`src/rtl/apb_rr_arbiter.sv`:
```
// Round-robin arbiter sharing one APB master command port between NUM_REQ requesters.
// Runs one transaction at a time: IDLE -> ISSUE -> WAIT -> RESP -> IDLE.
//
// Ports:
//   i_clk, i_reset            clock, synchronous active-high reset
//   i_req/i_addr/i_write/i_wdata
//                             per-requester request level and payload (32-bit slices)
//   o_grant                   one-hot owner of the current transaction, 0 when idle
//   o_ack                     one-hot single-cycle completion pulse
//   o_rdata                   captured read data, valid while o_ack != 0
//   o_timeout                 sticky flag: a WAIT lasted MAX_LATENCY cycles
//   m_start/m_addr/m_write/m_wdata
//                             command to the APB master
//   m_done/m_rdata            completion pulse and read data from the APB master
module apb_rr_arbiter #(
  parameter int unsigned NUM_REQ     = 4,
  parameter int unsigned MAX_LATENCY = 16
) (
  input  logic                    i_clk,
  input  logic                    i_reset,
  input  logic [NUM_REQ-1:0]      i_req,
  input  logic [32*NUM_REQ-1:0]   i_addr,
  input  logic [NUM_REQ-1:0]      i_write,
  input  logic [32*NUM_REQ-1:0]   i_wdata,
  output logic [NUM_REQ-1:0]      o_grant,
  output logic [NUM_REQ-1:0]      o_ack,
  output logic [31:0]             o_rdata,
  output logic                    o_timeout,
  output logic                    m_start,
  output logic [31:0]             m_addr,
  output logic                    m_write,
  output logic [31:0]             m_wdata,
  input  logic                    m_done,
  input  logic [31:0]             m_rdata
);

  localparam int unsigned PtrW = (NUM_REQ > 1) ? $clog2(NUM_REQ) : 1;
  localparam int unsigned CntW = $clog2(MAX_LATENCY + 1);

  typedef enum logic [1:0] {StIdle, StIssue, StWait, StResp} state_e;

  state_e              state_q, state_d;
  logic [PtrW-1:0]     ptr_q, ptr_d;
  logic [NUM_REQ-1:0]  grant_q, grant_d;
  logic [NUM_REQ-1:0]  ack_q, ack_d;
  logic [31:0]         rdata_q, rdata_d;
  logic                timeout_q, timeout_d;
  logic                start_q, start_d;
  logic [31:0]         addr_q, addr_d;
  logic                write_q, write_d;
  logic [31:0]         wdata_q, wdata_d;
  logic [CntW-1:0]     cnt_q, cnt_d;

  // Round-robin search: first set request at or above the pointer, wrapping.
  logic                found;
  logic [PtrW-1:0]     win_idx;
  logic [PtrW:0]       cand;

  always_comb begin
    found   = 1'b0;
    win_idx = '0;
    cand    = '0;
    for (int unsigned i = 0; i < NUM_REQ; i++) begin
      cand = {1'b0, ptr_q} + (PtrW+1)'(i);
      if (cand >= (PtrW+1)'(NUM_REQ)) begin
        cand = cand - (PtrW+1)'(NUM_REQ);
      end
      if (!found && i_req[cand[PtrW-1:0]]) begin
        found   = 1'b1;
        win_idx = cand[PtrW-1:0];
      end
    end
  end

  always_comb begin
    state_d   = state_q;
    ptr_d     = ptr_q;
    grant_d   = grant_q;
    ack_d     = '0;
    rdata_d   = rdata_q;
    timeout_d = timeout_q;
    start_d   = 1'b0;
    addr_d    = addr_q;
    write_d   = write_q;
    wdata_d   = wdata_q;
    cnt_d     = cnt_q;

    unique case (state_q)
      StIdle: begin
        if (found) begin
          grant_d          = '0;
          grant_d[win_idx] = 1'b1;
          addr_d           = i_addr[32*int'(win_idx) +: 32];
          write_d          = i_write[win_idx];
          wdata_d          = i_wdata[32*int'(win_idx) +: 32];
          ptr_d            = (win_idx == PtrW'(NUM_REQ - 1)) ? '0 : win_idx + 1'b1;
          // Start is registered here so it is high during the ISSUE cycle.
          start_d          = 1'b1;
          state_d          = StIssue;
        end
      end
      StIssue: begin
        // m_done is ignored here, even if it coincides with m_start.
        cnt_d   = '0;
        state_d = StWait;
      end
      StWait: begin
        if (m_done) begin
          rdata_d = m_rdata;
          ack_d   = grant_q;
          state_d = StResp;
        end else begin
          if (cnt_q != CntW'(MAX_LATENCY)) begin
            cnt_d = cnt_q + 1'b1;
          end
          if (cnt_d == CntW'(MAX_LATENCY)) begin
            timeout_d = 1'b1;
          end
        end
      end
      StResp: begin
        grant_d = '0;
        state_d = StIdle;
      end
      default: begin
        state_d = StIdle;
      end
    endcase
  end

  always_ff @(posedge i_clk) begin
    if (i_reset) begin
      state_q   <= StIdle;
      ptr_q     <= '0;
      grant_q   <= '0;
      ack_q     <= '0;
      rdata_q   <= '0;
      timeout_q <= 1'b0;
      start_q   <= 1'b0;
      addr_q    <= '0;
      write_q   <= 1'b0;
      wdata_q   <= '0;
      cnt_q     <= '0;
    end else begin
      state_q   <= state_d;
      ptr_q     <= ptr_d;
      grant_q   <= grant_d;
      ack_q     <= ack_d;
      rdata_q   <= rdata_d;
      timeout_q <= timeout_d;
      start_q   <= start_d;
      addr_q    <= addr_d;
      write_q   <= write_d;
      wdata_q   <= wdata_d;
      cnt_q     <= cnt_d;
    end
  end

  assign o_grant   = grant_q;
  assign o_ack     = ack_q;
  assign o_rdata   = rdata_q;
  assign o_timeout = timeout_q;
  assign m_start   = start_q;
  assign m_addr    = addr_q;
  assign m_write   = write_q;
  assign m_wdata   = wdata_q;

endmodule

```
`config.mk`:
```
export PLATFORM = sky130hd
export DESIGN_NAME = apb_rr_arbiter
export DESIGN_NICKNAME = d
export VERILOG_FILES = /design/src/rtl/apb_rr_arbiter.sv
export SDC_FILE = /design/constraint.sdc
export NUM_CORES = 1
export LEC_CHECK = 0
export CORE_AREA = 2 2 156 158
export DETAILED_ROUTE_END_ITERATION = 6
export DIE_AREA = 0 0 158 160
export GPL_ROUTABILITY_DRIVEN = 1
export HOLD_SLACK_MARGIN = 0.06
export MAX_ROUTING_LAYER = met4
export PLACE_DENSITY = 0.71
export SLEW_MARGIN = 20
export SYNTH_ARGS = -nofsm -noshare
export SYNTH_HDL_FRONTEND = slang
export SYNTH_SLANG_ARGS = --single-unit
```
`constraint.sdc`:
```
create_clock -name i_clk -period 2.05 [get_ports i_clk]
set_input_delay 0.3075 -clock i_clk [delete_from_list [all_inputs] [get_ports i_clk]]
set_output_delay 0.3075 -clock i_clk [all_outputs]
set_load 0.1 [all_outputs]
```
==> results.md <==
Clocking:
- The CTS root buffer is sky130_fd_sc_hd__clkbuf_16.
- The TritonCTS clock tree is built.
- The clock transition at the registers of the reported paths is 60 ps.
- The number of setup buffers added after CTS is 0.
- The later-pin clock latency in the skew report is 420 ps.
- For this design, the CTS-stage hold fixing added 0 buffers.
- The number of cells upsized or downsized after cts is 0.
- TritonCTS created 17 clock buffers.
- In this run the number of H-tree levels came out at 4.
- In this run the deepest clock path goes through 2 buffers.
- The number of clock sinks is 116.

Setup path:
- The setup path with the least slack is of type input pin to flip-flop.
- Data on the critical path arrives at its endpoint at 2150 ps.
- The capturing point of the worst reg2reg path is m_wdata[6].
- The depth of the worst register-to-register path is 6.
- The slack of the worst reg-to-reg path is 210 ps.
- The startpoint of the most critical setup path is i_req[2].
- STA classifies the critical path endpoint as a flip-flop.
- The startpoint identified for the worst register-to-register timing path is ptr_q[1].
- The capturing element of the worst setup path is m_wdata[6].
- The required time of the critical path is 2330 ps.
- The critical path startpoint category is an input pin.
- The largest fanout of any net on the critical path is 22.

Die:
- The I/O pin total is 406.
- The die area is 25300 um2.
- The initial core utilization is 24.6%.
- The core region area is 23800 um2.
- The floorplan has 57 rows.
- The die boundary width is 158 um.
- In this run the vertical extent of the chip is 160 um.

Synth:
- The sequential cell area fraction in the yosys report is 39.6%.
- Summing the areas of all fa, ha and maj instances in the mapped netlist gives 2.14% of the synthesized area.
- The post-synthesis simple-gate area fraction is 12.4%.
- The parity-gate share of the synthesized area counting xor and xnor cells is 0.449%.
- The synthesized area divided by synthesized cell count is 9.46 um2.
- The synthesized netlist net count is 928.
- Synthesis produced a netlist whose cell count is 619.
- The multiplexer share of the synthesized area is 22.2%.
- Synthesis inferred 116 register bits.
- After synthesis, the largest family of logic cells by area is multiplexers.
- The compound-cell area share of the yosys netlist is 15.6%.
- In this run, distinct cell masters in the synthesized netlist total 36.
- In this run the cell area of the synthesized design comes to 5860 um2.
- The synthesis warning total is 0.

STA:
- In this run the tightest slew margin relative to its limit is 71.0%.
- The final clock period utilization by the worst path is 91.5%.
- Setup repair after global routing left no endpoint under its margin.
- For the pin with the worst max-slew slack, the measured transition is 434 ps.
- The final hold violation count is 0.
- The worst path needs 1880 ps of the cycle, external delays included.
- Timing would allow up to 533 MHz.
- The number of slew-limit violations in the final report is 0.
- The total of endpoints with negative setup slack in the final report is 0.
- For the final database, setup skew stands at 11.4 ps.

Global route:
- The met3 track utilization from global routing is 4.91%.
- The global-route wire length before repair is 34100 um.
- The most crowded layer after global routing is met2.
- The maximum number of pins on one net before global-route repair is 35.
- The number of antenna violations at the first check in global routing is 0.
- The number of global-route vias before repair is 6411.
- For this run, global-route usage on met1 was measured as 20.8%.
- Summed over all layers, the global routing overflow is 0.
- The global-route track usage on met2 is 30.3%.
- Global routing consumed, over all layers together, 18.1% of the routing resources.

Layout:
- 0 antenna diodes ended up in the layout.
- Relative to the synthesized area, the layout overhead comes to 83.0%.
- Cells with a size suffix above 1 make up 18.0% of the layout.
- At the end of the flow the core is filled with cells to 45.0%.
- The net count reported at finish is 1343.
- Leaving out fill and tap cells, the most frequent cells in the layout are 297 x sky130_fd_sc_hd__clkdlybuf4s50_1, 136 x sky130_fd_sc_hd__nand2_1, 135 x sky130_fd_sc_hd__buf_4.
- The leading cell type in the layout, fill and taps excluded is sky130_fd_sc_hd__clkdlybuf4s50_1.
- The post-route non-filler standard cell count is 1371.

Placement:
- The port buffer count is 405.
- Counting tap cells, the placed design contains a total of 1339 instances.
- The final weighted congestion in routability-driven placement is 0.793.
- The sum of net half-perimeters after detailed placement is 17900 um.

Route:
- The detailed router finished its first iteration with 270 violations.
- The wire length reported by the detailed router is 23000 um.
- After detailed routing, the number of remaining DRC violations is 0.
- The via count is 6241.
- Before antenna repair, the detailed router went through 4 iterations.
- The count of nets left with antenna violations after detail routing is 0.
- The routed wirelength normalized by instance count is 16.8 um.
- The average via count per standard cell is 4.55.

Power:
- Power comes to 16.5 mW.
- The peak ir drop on the vdd network is 0.654 mV.
- The ratio of total power to cell area is 1540 nW/um2.
- The cell leakage power is 4.31 nW.

Hold path:
- The tightest min-delay check is of the input pin to flip-flop type.

Run:
- The total of max-cap violations is 0.

Status:
- The run finished with clean final reports.
Yosys cell counts (all sizes together):
cell type  number  area share (%)
o21ai           7            0.60
nor2           21             1.3
o211ai          1            0.13
xnor2           2            0.30
nor3b           4            0.51
a31oi           1            0.11
a21oi          39             3.3
clkbuf         22             1.4
nor2b           3            0.32
a22oi           5            0.64
a221oi          1            0.15
nand2b          5            0.53
nor4            1            0.21
and2            1            0.11
buf            28             5.6
nand2         137             8.8
xor2            1            0.15
nand3           2            0.17
nor4bb          1            0.17
a32oi           1            0.15
dfxtp         116              40
inv             8            0.51
mux2i         130              22
and2b           1            0.13
ha             10             2.1
o221ai         65             9.7
o32a            1            0.17
or4             1            0.13
a21o            1            0.13
a211oi          3            0.47
critical path: stages:
cell and delay [ps]:
sky130_fd_sc_hd__clkdlybuf4s50_1 450, sky130_fd_sc_hd__nor2b_1 170, sky130_fd_sc_hd__o32a_2 420, sky130_fd_sc_hd__buf_12 180, sky130_fd_sc_hd__mux2i_1 340, sky130_fd_sc_hd__buf_4 170
sky130_fd_sc_hd__o221ai_1 100
metal layers:
layer  share of wire, %  vias to the layer above
met3                8.6                       32
met5                  0                        -
met1                 40                     2876
met2                 49                      260
met4                2.2                        0
li1                   -                     3073
through the flow:
stage          hold slack (ps)  setup WS (ps)  instance area [um2]  setup TNS [ps]
2_1_floorplan              444            368                 5860               0
3_3_place_gp               442           -193                10100           -4980
3_5_place_dp               447           -227                10100           -8800
4_1_cts                    251            221                10700               0
5_1_grt                    280           65.2                10700               0
6_report                   274            175                10700               0
layout make-up:
| class | count | area (um2) |
|---|---|---|
| Clock buffer | 19 | 453 |
| Fill cell | 2354 | 13100 |
| Clock inverter | 13 | 148 |
| Inverter | 8 | 30.0 |
| Tap cell | 324 | 405 |
| Multi-Input combinational cell | 445 | 3110 |
| Timing Repair Buffer | 446 | 4250 |
| Sequential cell | 116 | 2320 |
sequential cells by signal, indices dropped and copies added (netlist names):
signal / cells
cnt_q: 5
o_grant: 4
o_timeout: 1
m_write: 1
m_addr: 32
o_rdata: 32
m_start: 1
state_q: 2
o_ack: 4
ptr_q: 2
m_wdata: 32
how the worst min path moves through the flow:
| stage | depth (start not counted) | slack [ps] | endpoint | startpoint |
|---|---|---|---|---|
| 6_report | 3 | 270 | m_start | i_reset |
| 3_5_place_dp | 2 | 450 | o_rdata[21] | o_rdata[21] |
| 4_1_cts | 3 | 250 | m_start | i_reset |
| 2_1_floorplan | 2 | 440 | o_rdata[0] | m_rdata[0] |
| 5_1_grt | 3 | 280 | m_start | i_reset |
| 3_3_place_gp | 2 | 440 | o_rdata[25] | o_rdata[25] |
cells by family after synthesis:
logic type / count (synthesis)
and+or+nand+nor: 177
muxes: 130
AOI/OAI and AO/OA: 125
DFF: 116
buffers and inverters: 58
adders and majority gates: 10
xor gates and xnor gates: 3
power breakdown:
group | total (mW) | leakage [nW] | switching [mW] | internal (mW)
Sequential | 3.38 | 0.950 | 0.406 | 2.97
Clock | 3.03 | 0.295 | 1.16 | 1.87
Combinational | 10.1 | 3.06 | 7.13 | 2.95
Total | 16.5 | 4.31 | 8.69 | 7.80
Power figures use the tool's default switching activity.
